===== config.mk =====
export PLATFORM = sky130hd
export DESIGN_NAME = rx_controller
export DESIGN_NICKNAME = d
export VERILOG_FILES = /design/src/rtl/rx_controller.sv
export SDC_FILE = /design/constraint.sdc
export NUM_CORES = 1
export LEC_CHECK = 0
export ABC_AREA = 1
export CAP_MARGIN = 10
export CORE_UTILIZATION = 45
export DETAILED_ROUTE_END_ITERATION = 16
export PLACE_DENSITY = 0.66
export SETUP_SLACK_MARGIN = 0.1
export SYNTH_ARGS = -nofsm -noshare
export SYNTH_HDL_FRONTEND = slang
export SYNTH_SLANG_ARGS = --single-unit

===== constraint.sdc =====
create_clock -name CLK_50M -period 1.8 [get_ports CLK_50M]
set_input_delay 0.36 -clock CLK_50M [delete_from_list [all_inputs] [get_ports CLK_50M]]
set_output_delay 0.36 -clock CLK_50M [all_outputs]
set_load 0.02 [all_outputs]

===== src/rtl/rx_controller.sv =====
//------------------------------------------------------------------------------
// rx_controller : 8N1 UART receiver, LSB first, mid-bit sampling, framing check
// Rev 1.0
//------------------------------------------------------------------------------
`default_nettype none

module rx_controller #(
  parameter int CLKS_PER_BIT = 5208,
  parameter int HALF_BIT     = CLKS_PER_BIT / 2
) (
  input  logic       CLK_50M,
  input  logic       reset_n,
  input  logic       Din,
  output logic [7:0] Dout,
  output logic       valid,
  output logic       busy,
  output logic       frame_err
);

  localparam int CW = (CLKS_PER_BIT > 1) ? $clog2(CLKS_PER_BIT) : 1;
  localparam logic [CW-1:0] BIT_LAST  = CW'(CLKS_PER_BIT - 1);
  localparam logic [CW-1:0] HALF_LAST = CW'(HALF_BIT - 1);

  typedef enum logic [1:0] {
    IDLE  = 2'd0,
    START = 2'd1,
    DATA  = 2'd2,
    STOP  = 2'd3
  } state_t;

  state_t        state;
  logic [CW-1:0] counter;
  logic [2:0]    bit_idx;
  logic [7:0]    shift_reg;
  logic          sync1;
  logic          rx_s;
  logic          rx_prev;

  always_ff @(posedge CLK_50M) begin
    if (!reset_n) begin
      state     <= IDLE;
      counter   <= '0;
      bit_idx   <= 3'd0;
      shift_reg <= 8'h00;
      sync1     <= 1'b1;
      rx_s      <= 1'b1;
      rx_prev   <= 1'b1;
      Dout      <= 8'h00;
      valid     <= 1'b0;
      busy      <= 1'b0;
      frame_err <= 1'b0;
    end else begin
      sync1   <= Din;
      rx_s    <= sync1;
      rx_prev <= rx_s;
      valid   <= 1'b0;

      case (state)
        IDLE: begin
          counter <= '0;
          // Edge-based start so a line stuck low cannot retrigger
          if (rx_prev && !rx_s) begin
            state <= START;
            busy  <= 1'b1;
          end
        end

        START: begin
          if (counter == HALF_LAST) begin
            counter <= '0;
            if (!rx_s) begin
              state   <= DATA;
              bit_idx <= 3'd0;
            end else begin
              state <= IDLE;
              busy  <= 1'b0;
            end
          end else begin
            counter <= counter + CW'(1);
          end
        end

        DATA: begin
          if (counter == BIT_LAST) begin
            counter            <= '0;
            shift_reg[bit_idx] <= rx_s;
            if (bit_idx == 3'd7) begin
              state <= STOP;
            end else begin
              bit_idx <= bit_idx + 3'd1;
            end
          end else begin
            counter <= counter + CW'(1);
          end
        end

        STOP: begin
          if (counter == BIT_LAST) begin
            counter <= '0;
            state   <= IDLE;
            busy    <= 1'b0;
            if (rx_s) begin
              Dout      <= shift_reg;
              valid     <= 1'b1;
              frame_err <= 1'b0;
            end else begin
              frame_err <= 1'b1;
            end
          end else begin
            counter <= counter + CW'(1);
          end
        end

        default: state <= IDLE;
      endcase
    end
  end

endmodule

`default_nettype wire


# Yosys cells after proc, flatten, opt, wreduce, memory -nomap -nowiden
# Cells that the tools add are included.
classes:
  n_addsub: 2
  multipliers: 0
  div_mod_pow: 0
  n_lt_le_gt_ge: 2
  eq_ne: 14
  n_shift: 0
  n_mux: 25
  n_bitwise: 0
  n_reduce_logical: 14
ops:
  columns: ["operator", "n"]
  rows:
  - ["13-bit case mux with 3 select lines", 1]
  - ["13-bit two-way mux", 2]
  - ["2-bit inequality test, second input constant", 8]
  - ["5-bit AND reduction", 3]
  - ["13-bit by 1-bit adder with 13-bit output, second input constant", 1]
  - ["13-bit by 12-bit == test with 1-bit output, second input constant", 1]
  - ["13-bit == test, second input constant", 1]
  - ["2-bit two-way mux", 6]
  - ["3-bit two-way mux", 4]
  - ["8-bit bitwise mux", 1]
  - ["2-bit case mux with 4 select lines", 1]
  - ["1-bit two-way mux", 7]
  - ["3-bit case mux with 2 select lines", 1]
  - ["3-bit AND reduction", 2]
  - ["2-bit == test, second input constant", 2]
  - ["3-bit by 4-bit < comparator with 1-bit output, second input constant", 1]
  - ["2-bit AND reduction", 2]
  - ["3-bit by 1-bit adder with 3-bit output, second input constant", 1]
  - ["1-bit demux with 3-bit select", 1]
  - ["3-bit == test, second input constant", 1]
  - ["3-bit by 1-bit greater-or-equal comparator with 1-bit output, second input constant", 1]
  - ["1-bit case mux with 3 select lines", 1]
  - ["3-bit nonzero test", 1]
  - ["2-bit by 1-bit == test with 1-bit output, second input constant", 1]
  - ["other kinds (5)", 6]
word_totals:
  register_bits: 40
  latch_bits: 0
  ram_bits: 0
  mem_bits_ro: 0
  inputBits: 3
  out_inout_bits: 11
  n_memories: 0

# Depth between registers and ports, before layout
logic_depth:
  ltp_word: 5
  mapped_depth: 11

# Worst setup path after synthesis
# OpenSTA, ideal clock, no wires.
synth_path:
  path_type: "flip-flop to flip-flop"
  startpoint: "register counter[0]"
  endpoint: "register Dout[1]"
  t_arrival_ns: 1.392
  t_required_ns: 1.683
  setup_slack_ns: 0.291
  path_stages_with_launch: 9
  n_path_buf: 0
  synth_period_minus_slack_ns: 1.509
  cell_sequence: "dfxtp_1 ha_1 nand2_2 nor2_2 nand3_4 nor3_4 inv_2 nand3_1 o21ai_1"
synth_between:
  elab_chain_len: 2
synth_rtl:
  columns: ["item", "line", "source"]
  rows:
  - ["from (decl)", "32", "logic [CW-1:0] counter;"]
  - ["from (signal assigned)", "79", "counter <= counter + CW'(1);"]
  - ["from (signal assigned)", "93", "counter <= counter + CW'(1);"]
  - ["from (signal assigned)", "110", "counter <= counter + CW'(1);"]
  - ["13-bit == test", "98", "if (counter == BIT_LAST) begin"]
  - ["3-bit AND reduction (no line)", null, null]
  - ["to (signal assigned)", "103", "Dout <= shift_reg;"]
  - ["to (decl)", "14", "output logic [7:0] Dout,"]
# Every way passes these cells.
# A chain may end at the register's enable or synchronous reset.

# Worst setup path after layout
layout_path:
  startpoint: "register Dout[7]"
  endpoint: "output Dout[7]"
# No word-level cell between the ends.

==> results.md <==
Synthesis:
- After synthesis the cells add up to 0.00183 sq mm.
- The dominant combinational cell family by area after synthesis is simple AND/OR/NAND/NOR gates.
- The synthesized area per cell is 7.13 sq um.
- Of the total synthesized cell area, the portion taken by full adders, half adders and majority gates is under 10%.
- The cell taking the most area after synthesis is sky130_fd_sc_hd__dfxtp_1.
- The multiplexer fraction of the synthesized cell area is 0%.
- The area share of the largest cell type after synthesis is 43.7%.
- The unique cell type count in the Yosys netlist is 27.
- The fraction of the mapped netlist area in simple logic gates is between 30 and 40%.
- The register bit count reported by yosys is 40.
- Synthesis produced a netlist whose cell count is 257.
- The xor/xnor cell area share of the yosys netlist is under 10%.
- The net count after synthesis is 263.
- The number of synthesis warnings is 0.
- Summing the areas of all compound-gate instances in the mapped netlist gives roughly 8.3% of the synthesized area.
- By area the synthesized netlist is led by sky130_fd_sc_hd__dfxtp_1 44%, sky130_fd_sc_hd__nand2_1 11%, sky130_fd_sc_hd__nor2_1 8.4%, sky130_fd_sc_hd__inv_1 7.0%, sky130_fd_sc_hd__nand3_1 4.9%.
- The portion of the post-synthesis area used by sequential elements is a little over two fifths.

Critical path:
- The signal on the critical path passes through clkdlybuf4s50_1.
- The logic depth of the worst register-to-register path is 8.
- Grouping stages by cell kind, the critical path spends the most delay in buffers and inverters.
- The terminus of the critical flop-to-flop path is Dout[7]$_SDFFE_PN0P_.
- The setup path with the least slack is of type register to output pin.
- The library cell contributing the largest single delay on the critical path is sky130_fd_sc_hd__clkdlybuf4s50_1.
- Data on the critical path is required at its endpoint by approximately 1.4 ns.
- The beginning of the critical path is Dout[7]$_SDFFE_PN0P_.
- STA classifies the critical path endpoint as an output pin.
- For the worst setup path, the data arrival time is between 1 and 1.5 ns.
- The startpoint type of the worst setup path is a register.
- The delay contributed by the slowest stage of the critical path is 0.61 ns.
- The number of buffers and inverters on the critical path is 1.
- The source of the worst register-to-register timing path is counter[1]$_SDFF_PN0_.
- In this run the register-to-register setup slack is 0.22 ns.
- In this run the worst path has a maximum fanout of 2.

Floorplanning:
- The boundary pin count is 14.
- The area of the core is approximately 0.0038 sq mm.
- The die covers 0.00433 sq mm.
- The die is 65.8 um wide.
- The initial utilization of the core area, before any placement, comes to between 40% and 50%.
- The floorplan step set the die height to 65.8 um.
- In this run the core area contains 22 standard-cell rows.

CTS:
- The depth of the CTS H-tree is 2.
- The number of hold buffers added after CTS was 0.
- The clock-pin slew on the worst setup and hold paths is 0.08 ns.
- The cell sitting at the root of the clock tree is a sky130_fd_sc_hd__clkbuf_8.
- Counting along the longest clock path gives a buffer depth of 2.
- Buffers inserted during clock tree synthesis total 5.
- The CTS tree is yes.
- For the worst-skew pair, the clock arrives at the later sink with an insertion delay of 0.30 ns.
- The total number of clock tree sinks is 40.

Pwr:
- The maximum resistive drop on vdd is 0.442 mV.
- Total power for the finished layout comes to around 1600 uW.
- Power spread over the standard cell area amounts to 720 mW/mm^2.
- The combinational cell fraction of total power is between 6 and 7%.
- The sequential power share is 57.4%.
- The clock network fraction of total power is a little over a third.
- The internal power of the cells totals 1200 uW.
- In this run switching power makes up approximately a quarter of total power.
- The analysis attributes to net switching a power of 391 uW.
- In this run the static leakage power is 0.000909 uW.

Cells and area:
- The net count of the finished layout is 287.
- The final design instance area without fill is 0.00221 sq mm.
- The register with the most flip-flops in the layout has 13 of them.
- In the final layout, the share of cells above drive strength 1 is 13.9%.
- Compared with the post-synthesis result, the final layout area differs by 20.6%.
- The antenna diode instance count is 0.

STA:
- The final setup violation count is 0.
- The worst pin sits at a relative slew slack of 74.1%.
- At the pin with the least slew margin, the transition time is approximately 0.39 ns.
- Dividing the final minimum period by the clock period gives 90.0%.
- The final count of hold timing violations was 0.
- The count of pins over their slew limit was 0.
- The routed design could run at a clock period as short as around 1.6 ns.
- On the final layout, the worst clock skew is 0.00747 ns.
- Setup repair after global routing left no endpoint under its margin.
- The highest achievable clock rate is 0.617 GHz.
- After routing, the total negative slack on setup checks comes to 0 ns.

Drt:
- After detailed routing, the number of vias per cell comes to 4.81.
- The detailed router finished its first iteration with 65 violations.
- In the final routed layout, each cell accounts on average for around 11 um.
- Once detail routing completed, the nets flagged for antenna violations numbered 0.
- For this block, the via count after detailed routing is 1583.
- The total wire length after detailed routing is 3560 um.
- The number of optimization iterations in the first detailed-route pass is 4.
- The remaining routing DRC violations is 0.

Place:
- The post-placement cell area is 0.00203 sq mm.
- Buffers placed on the I/O ports in this run total 13.
- The wire-length estimate of the detail-placed layout is about 2500 um.
- The weighted congestion reported at the end of routability-driven placement is 0.817.

Worst hold path:
- The source of the worst hold timing path is sync1$_SDFF_PN1_.
- The class of the most critical hold timing path is register to register.
- The end point of the most critical hold path is rx_s$_SDFF_PN1_.
- Along the worst hold path, the cell count comes to 1.

Outcome:
- The run finished with clean final reports.

Job:
- The tool flagged a number of max-cap violations equal to 0.

Global route:
- The number of global-route vias before repair was 1375.
- The combined global-route utilization of all metal layers is 18.0%.
- Summed over all layers, the global routing overflow is 0.
- The global-route wire length before repair is 5840 um.
- Entering global routing, the biggest net connects 18 pins.
- The initial antenna violation count came to 0.
## worst reg2reg max path: stages, from the launching register on
cell                      delay, ns
sky130_fd_sc_hd__dfxtp_1       0.39
sky130_fd_sc_hd__ha_4          0.17
sky130_fd_sc_hd__nand2_4       0.07
sky130_fd_sc_hd__nor2_4        0.12
sky130_fd_sc_hd__nand3_4       0.13
sky130_fd_sc_hd__nor3_4        0.27
sky130_fd_sc_hd__buf_6         0.15
sky130_fd_sc_hd__a21oi_1       0.06
sky130_fd_sc_hd__o21a_1        0.11
## synthesized netlist by cell type (all sizes together)
cell	number
o21a	1
dfxtp	40
nor3	5
nor2	47
nand4	2
xor2	6
buf	1
a21oi	5
o21bai	1
nand2	59
a211oi	4
clkbuf	3
ha	3
nor3b	4
inv	38
o21ai	15
a31oi	1
nor4	1
or2	2
nand3	19
## metal layers
| metal | share of wire, % | vias up | GRT usage [%] | routed length (um) |
|---|---|---|---|---|
| met1 | 52 | 696 | 24.1 | 1860 |
| met2 | 41 | 24 | 25.6 | 1470 |
| met5 | 0 | - | 0 | 0 |
| met4 | 2.3 | 0 | 10.1 | 83 |
| met3 | 3.9 | 7 | 5.00 | 138 |
| li1 | - | 856 | - | - |
## power groups by stage
stage | logic [uW] | registers [uW] | clock network [uW]
after global routing | 123 | 913 | 617
after global placement | 102 | 930 | 0
after detailed placement | 102 | 930 | 0
final | 108 | 912 | 570
after floorplan | 73.4 | 930 | 0
after CTS | 102 | 910 | 584
## final cells by class
class	count	area, sq um
timing repair buffer	20	186
fill	372	1560
sequential	40	802
clock inverter	2	12.5
tap	48	60.1
multi-input combinational	176	936
inverter	38	143
clock buffer	5	68.8
## layout by cell type (no fill, tap or decap)
master / Yosys / layout
sky130_fd_sc_hd__nand2_1: 56 / 54
sky130_fd_sc_hd__nor2_1: 41 / 41
sky130_fd_sc_hd__dfxtp_1: 40 / 39
sky130_fd_sc_hd__inv_1: 34 / 34
sky130_fd_sc_hd__nand3_1: 18 / 17
sky130_fd_sc_hd__clkdlybuf4s50_1: 0 / 13
sky130_fd_sc_hd__o21ai_0: 12 / 10
sky130_fd_sc_hd__xor2_1: 6 / 6
sky130_fd_sc_hd__buf_4: 0 / 6
sky130_fd_sc_hd__a21oi_1: 5 / 5
sky130_fd_sc_hd__o21ai_1: 3 / 5
sky130_fd_sc_hd__clkbuf_8: 0 / 5
sky130_fd_sc_hd__nand2_2: 3 / 4
sky130_fd_sc_hd__inv_2: 4 / 4
sky130_fd_sc_hd__a211oi_1: 4 / 4
sky130_fd_sc_hd__nor2_2: 6 / 3
sky130_fd_sc_hd__nor2_4: 0 / 3
sky130_fd_sc_hd__nor3b_1: 4 / 3
sky130_fd_sc_hd__nor3_1: 3 / 3
sky130_fd_sc_hd__nor3_4: 1 / 2
sky130_fd_sc_hd__nand4_1: 2 / 2
sky130_fd_sc_hd__nand3_2: 0 / 2
sky130_fd_sc_hd__or2_2: 2 / 2
sky130_fd_sc_hd__ha_1: 3 / 2
sky130_fd_sc_hd__nand2_4: 0 / 1
sky130_fd_sc_hd__nand3_4: 1 / 1
sky130_fd_sc_hd__nor3b_2: 0 / 1
sky130_fd_sc_hd__a31oi_1: 1 / 1
sky130_fd_sc_hd__o21a_1: 1 / 1
sky130_fd_sc_hd__nor4_1: 1 / 1
sky130_fd_sc_hd__o21bai_1: 1 / 1
sky130_fd_sc_hd__ha_4: 0 / 1
sky130_fd_sc_hd__clkinvlp_4: 0 / 1
sky130_fd_sc_hd__clkinv_2: 0 / 1
sky130_fd_sc_hd__dfxtp_2: 0 / 1
sky130_fd_sc_hd__buf_6: 0 / 1
## worst max-delay path by stage
stage,to,slack (ns),cells past startpoint
3_3_place_gp,rx_s$_SDFF_PN1_,0.16,3
2_1_floorplan,Dout[1]$_SDFFE_PN0P_,0.29,8
6_report,Dout[7],0.18,1
4_1_cts,Dout[5]$_SDFFE_PN0P_,0.11,8
3_5_place_dp,Dout[5]$_SDFFE_PN0P_,0.10,8
5_1_grt,counter[12]$_SDFF_PN0_,0.08,10
## logic make-up (layout without fill, tap and decap cells)
| family | after synthesis | count (layout) |
|---|---|---|
| AO/OA/AOI/OAI | 27 | 27 |
| XOR/XNOR | 6 | 6 |
| adder cells (fa/ha/maj) | 3 | 3 |
| buffers and inverters | 42 | 65 |
| flip-flops | 40 | 40 |
| AND/OR/NAND/NOR | 139 | 140 |
## metrics by stage
step | hold WS, ns | instances | utilization, % | setup slack [ns]
5_1_grt | 0.424 | 329 | 58.6 | 0.0790
6_report | 0.416 | 329 | 58.6 | 0.179
3_3_place_gp | 0.395 | 317 | 53.8 | 0.164
4_1_cts | 0.418 | 324 | 55.9 | 0.111
2_1_floorplan | 0.393 | 257 | - | 0.291
3_5_place_dp | 0.400 | 317 | 53.8 | 0.102
## timing repair
item	in CTS	in global routing
resized for setup	0	15
endpoints found under the setup margin	0	28
buffers inserted	0	4
Note: power is estimated with default switching activity, not from simulation.
